===== src/rtl/des_round_ctrl.sv =====
// DES round sequencer: accepts one key/block request, walks the round index
// fed to keygen (reversed for decrypt) and holds the result until consumed.
module des_round_ctrl #(
  parameter int ROUNDS = 16,
  parameter int CNT_W  = 5
) (
  input  logic             clk,
  input  logic             rst,
  input  logic             in_valid,
  output logic             in_ready,
  input  logic [63:0]      in_key,
  input  logic             in_decrypt,
  input  logic             abort,
  output logic [63:0]      key,
  output logic [CNT_W-1:0] cnt,
  output logic             load,
  output logic             round_en,
  output logic             last_round,
  output logic             out_valid,
  input  logic             out_ready,
  output logic             busy,
  output logic [15:0]      done_cnt
);

  typedef enum logic [1:0] {IDLE, LOAD, ROUND, DONE} state_e;

  localparam logic [CNT_W-1:0] LAST = CNT_W'(ROUNDS - 1);

  state_e           state_q, state_d;
  logic [CNT_W-1:0] r_q, r_d;
  logic [63:0]      key_q, key_d;
  logic             dec_q, dec_d;
  logic             rdy_q, rdy_d;
  logic [15:0]      done_q, done_d;

  always_ff @(posedge clk) begin
    if (rst) begin
      state_q <= IDLE;
      r_q     <= '0;
      key_q   <= '0;
      dec_q   <= 1'b0;
      rdy_q   <= 1'b0;
      done_q  <= '0;
    end else begin
      state_q <= state_d;
      r_q     <= r_d;
      key_q   <= key_d;
      dec_q   <= dec_d;
      rdy_q   <= rdy_d;
      done_q  <= done_d;
    end
  end

  always_comb begin
    state_d = state_q;
    r_d     = '0;
    key_d   = key_q;
    dec_d   = dec_q;
    done_d  = done_q;
    case (state_q)
      IDLE: begin
        if (in_valid && rdy_q) begin
          state_d = LOAD;
          key_d   = in_key;
          dec_d   = in_decrypt;
        end
      end
      LOAD: state_d = abort ? IDLE : ROUND;
      ROUND: begin
        if (abort)            state_d = IDLE;
        else if (r_q == LAST) state_d = DONE;
        else                  r_d = r_q + CNT_W'(1);
      end
      DONE: begin
        // abort wins over a coincident output handshake
        if (abort) begin
          state_d = IDLE;
        end else if (out_ready) begin
          state_d = IDLE;
          done_d  = done_q + 16'd1;
        end
      end
      default: state_d = IDLE;
    endcase
    // ready is registered so it stays low for the cycle right after reset
    rdy_d = (state_d == IDLE);
  end

  assign in_ready   = rdy_q;
  assign key        = key_q;
  assign load       = (state_q == LOAD);
  assign round_en   = (state_q == ROUND);
  assign last_round = (state_q == ROUND) && (r_q == LAST);
  assign out_valid  = (state_q == DONE);
  assign busy       = (state_q != IDLE);
  assign done_cnt   = done_q;
  assign cnt        = (state_q != ROUND) ? '0 : (dec_q ? LAST - r_q : r_q);

endmodule


===== config.mk =====
export PLATFORM = sky130hd
export DESIGN_NAME = des_round_ctrl
export DESIGN_NICKNAME = d
export VERILOG_FILES = /design/src/rtl/des_round_ctrl.sv
export SDC_FILE = /design/constraint.sdc
export NUM_CORES = 1
export LEC_CHECK = 0
export BUFFER_PORTS_ARGS = -buffer_cell sky130_fd_sc_hd__buf_4
export CELL_PAD_IN_SITES_DETAIL_PLACEMENT = 1
export CELL_PAD_IN_SITES_GLOBAL_PLACEMENT = 2
export CORE_ASPECT_RATIO = 0.5
export CORE_MARGIN = 4
export CORE_UTILIZATION = 26
export CTS_CLUSTER_SIZE = 28
export DETAILED_ROUTE_END_ITERATION = 8
export PLACE_DENSITY_LB_ADDON = 0.1
export SYNTH_ARGS = -nofsm -noshare
export SYNTH_HDL_FRONTEND = slang
export SYNTH_SLANG_ARGS = --single-unit

===== constraint.sdc =====
create_clock -name clk -period 3.25 [get_ports clk]
set_clock_uncertainty 0.2 [all_clocks]
set_input_delay 0.8125 -clock clk [delete_from_list [all_inputs] [get_ports clk]]
set_output_delay 0.8125 -clock clk [all_outputs]
set_load 0.01 [all_outputs]

* Yosys cells after proc, flatten, opt, wreduce, memory -nomap -nowiden
Index checks and enable logic that the tools add are counted.
Word-level totals: input port bits 70, flip-flop bits (word level) 89, output and inout bits 91
Cells by class: bitwise operators 2, add/subtract/negate cells 3, muxes and demuxes 9, eq/ne operators 5, reductions and logical operators 8
Operator list (number):
- $add 16x1->16 const B | 1
- $mux 2 | 6
- $mux 5 | 2
- $pmux 2 s4 | 1
- $add 5x1->5 const B | 1
- $eq 5x4->1 const B | 1
- $sub 4x5->5 const A | 1
- $eq 2x2->1 const B | 2
- $logic_not 2->1 | 2
- $reduce_or 4->1 | 1
- $reduce_and 3->1 | 1
- $eq 2x1->1 const B | 1
- $logic_and 1x1->1 | 2
- $ne 2x2->1 const B | 1
- $not 1->1 | 2
- $reduce_and 2->1 | 1
- $reduce_bool 2->1 | 1

* Longest topological paths before layout
word-level depth 5, mapped depth 7, gate-level depth less buffers 4

* Least setup slack after synthesis
Ideal clock, no wire load.
kind in2reg, start in abort, end reg done_q[15] (netlist: done_cnt[15]), slack 1057 ps, setup time 70 ps, arrival 1922 ps, stages on the path 5, cell sequence and4b_1 buf_6 nand4_4 or4_1 a21oi_1
On the way: word-level cells in the longest chain between the ends 2
RTL lines:
- start, declared | RTL line 13 | input logic abort,
- $not 1->1 (no line)
- $reduce_and 3->1 (no line)
- end signal, assigned | RTL line 50 | done_q <= done_d;
- end, declared | RTL line 34 | logic [15:0] done_q, done_d;
Every way passes these cells. A chain may end at the register's enable or synchronous reset.

* Worst setup path in the final report
start reg state_q[0], end out last_round
On the way: word-level cells in the longest chain between the ends 2
RTL lines:
- start, declared | RTL line 29 | state_e state_q, state_d;
- start signal, assigned | RTL line 45 | state_q <= state_d;
- $eq 2x2->1 | RTL line 93 | assign last_round = (state_q == ROUND) && (r_q == LAST);
- $logic_and 1x1->1 | RTL line 93
- end, declared | RTL line 18 | output logic last_round,
Every way passes these cells.

==> flow_summary_export.csv <==
group,metric,value,unit
outcome,status,"finished, final reports clean",
routing,dr.pass1.iters,4,
timing,max_slew.worst_pin.slew,468.4,ps
setup_path,ff2ff_setup_slack,1220,ps
routing,vias,3235,
placement,io_buffers,160,
floorplanning,initial_core_util,0.2655,
timing,post-route-period-util,0.7567,
placement,place_ws,585.6,ps
synth,synth_top_area_frac,0.5300,
floorplanning,rows,29,
finish,diodes,0,
timing,whs,253.6,ps
placement,hpwlAfterDp,7.428,mm
finish,multiInputGateArea,0.001429,mm2
global_route,antenna_found_initial,0,
routing,drt-initial-drc-count,133,
floorplanning,core,0.01266,mm2
setup_path,worst-endpoint-required,2240,ps
synth,syn_nets,487,
setup_path,crit_type,"register to output port",
timing,hold_viol_final,0,
floorplanning,fp.dieH,88.41,um
synth,syn_area_per_cell,8.101,um2
flow_run,maxCapViolations,0,
synth,postSynthCellCount,415,
global_route,overflow,0,
synth,synth_seq_cells,89,
synth,synth.area.top_cells,"dfxtp_1, nand2_1, a21oi_1",
power_and_ir_drop,peakVddDrop,0.2204,mV
clock_tree,root_buffer,"clkbuf_16",
synth,yosysWarnings,0,
routing,wl,10.28,mm
synth,ys_seq_area_frac,0.5300,
clock_tree,path_clk_slew,60,ps
clock_tree,post_cts_buffers,0,
setup_path,crit_arrival,1450,ps
finish,num-fill-cells,1544,
timing,finalSetupViolCount,0,
placement,dpl_cell_area,0.004710,mm2
clock_tree,clk_latency,330,ps
timing,rsz0062_at_grt,"false",
synth,synth_area,0.003362,mm2
clock_tree,clock_path_buffers,2,
power_and_ir_drop,leakagePower,2.126,nW
setup_path,crit_fanout,9,
synth,synth.distinct_cells,31,
clock_tree,hold_buffers,0,
synth,synth_top_area_cell,"dfxtp_1",
routing,ant_nets,0,
finish,fin_area,0.005032,mm2
setup_path,critPathCaptureType,"output port",
synth,yosysMostFrequentCell,"nand2_1",
global_route,grt_pass1_vias,3258,
timing,fmax,0.4066,GHz
timing,fin_tns_setup,0,ps
floorplanning,io_pins,161,
finish,drive_above_1_share,0.3239,
global_route,gr-usage-all-layers,0.1364,
synth,ys.flop_type,"dfxtp_1",
min_path,hold_class,"register to register",
finish,areaGrowthSynthToFinish,49.68,%
synth,synth_common_cells,"nand2_1, dfxtp_1, a21oi_1, nor2_1, clkbuf_1",
global_route,grt_start_max_net_pins,66,
clock_tree,ctsResizeCount,0,
routing,wl_per_cell,13.93,um
placement,gp_congestion,0.7141,
finish,register_area,0.001782,mm2
clock_tree,htreeDepth,3,
setup_path,start_kind,"register",
finish,nNetsFinal,635,
routing,drc,0,
floorplanning,die_w,168.8,um
timing,slew_headroom,0.6877,
clock_tree,cts_buffers,9,
timing,fin_ws,790.7,ps
clock_tree,cts_tree,"yes",
global_route,grt_first_pass_wirelength,16.45,mm
synth,synth_edf_count,0,
timing,drv_slew,0,
timing,fin_crit,2459,ps
routing,drt-vias-per-instance,4.383,
floorplanning,dieArea,0.01492,mm2
power_and_ir_drop,cellPowerDensity,505.2,mW/mm2
synth,synthArstFlopShare,0,
clock_tree,clock_sinks,89,
[worst paths after layout]
kind	from	to	depth (start not counted)
hold / removal	key[30]	key[30]	2
hold reg to reg	key[30]	key[30]	2
setup reg to reg	state_q[1]	done_cnt[15]	4
setup / recovery	state_q[0]	last_round	3
[per-stage QoR]
| step | total power, mW | cells | utilization |
|---|---|---|---|
| after floorplan | 1.294 | 415 | - |
| after global placement | 1.456 | 722 | 0.3719 |
| after detailed placement | 1.459 | 722 | 0.3719 |
| after CTS | 2.598 | 738 | 0.3974 |
| after global routing | 2.682 | 738 | 0.3974 |
| final | 2.543 | 738 | 0.3974 |
[worst max-delay path: stages, from the launching register on]
cell      delay, ps
dfxtp_1         330
nand2b_1        290
nor3_1          330
buf_4           180
[cells by family (layout without fill, tap and decap cells)]
family	Yosys count	count (layout)	share of synthesized area
xor gates and xnor gates	15	15	0.03908
adders and majority gates	2	2	0.007442
and+or+nand+nor	192	192	0.2467
AOI/OAI and AO/OA	81	81	0.1236
muxes	2	2	0.006327
buffers and inverters	34	187	0.04689
DFF	89	89	0.5300
[state kept, by name (all words and copies together), names as in the netlist]
register	count
key	64
done_cnt	16
r_q	5
state_q	2
dec_q	1
in_ready	1
[cells in the final DEF (no fill, tap or decap), types with 2 or more instances in the layout]
master	count
nand2_1	133
ha_1	2
o21ai_0	4
and2_1	3
o31ai_1	3
clkbuf_1	2
nand2b_1	2
xnor2_1	9
nor2b_1	2
or4_1	3
nand3_1	5
nor2_1	22
or3_1	2
inv_1	6
and4_1	2
clkbuf_16	9
dfxtp_1	89
buf_12	2
xor2_1	6
bufinv_16	2
buf_4	163
a21oi_1	73
nand4_1	7
nor3_1	4
[routing by layer]
layer | GRT usage | part of all wire | vias to the layer above
met4 | 0.02430 | 0.0049 | 0
met1 | 0.1742 | 0.45 | 1488
met3 | 0.06560 | 0.10 | 8
met2 | 0.2146 | 0.45 | 84
li1 | - | - | 1655
met5 | 0 | 0 | -
[cell type report]
cell class	instances	share of cell area
multi-input cells	292	0.2839
well taps	170	0.04227
inverters	6	0.004475
flip-flops and latches	89	0.3541
repair buffers	165	0.2511
clock buffers	12	0.04898
clock inverters	4	0.01517
[power breakdown]
group,internal (mW),switching (mW),leakage [nW]
logic,0.139,0.134,1.25
clock network,0.697,0.419,0.153
registers,1.13,0.0218,0.723
No activity file was read; power rests on OpenSTA's default activity.
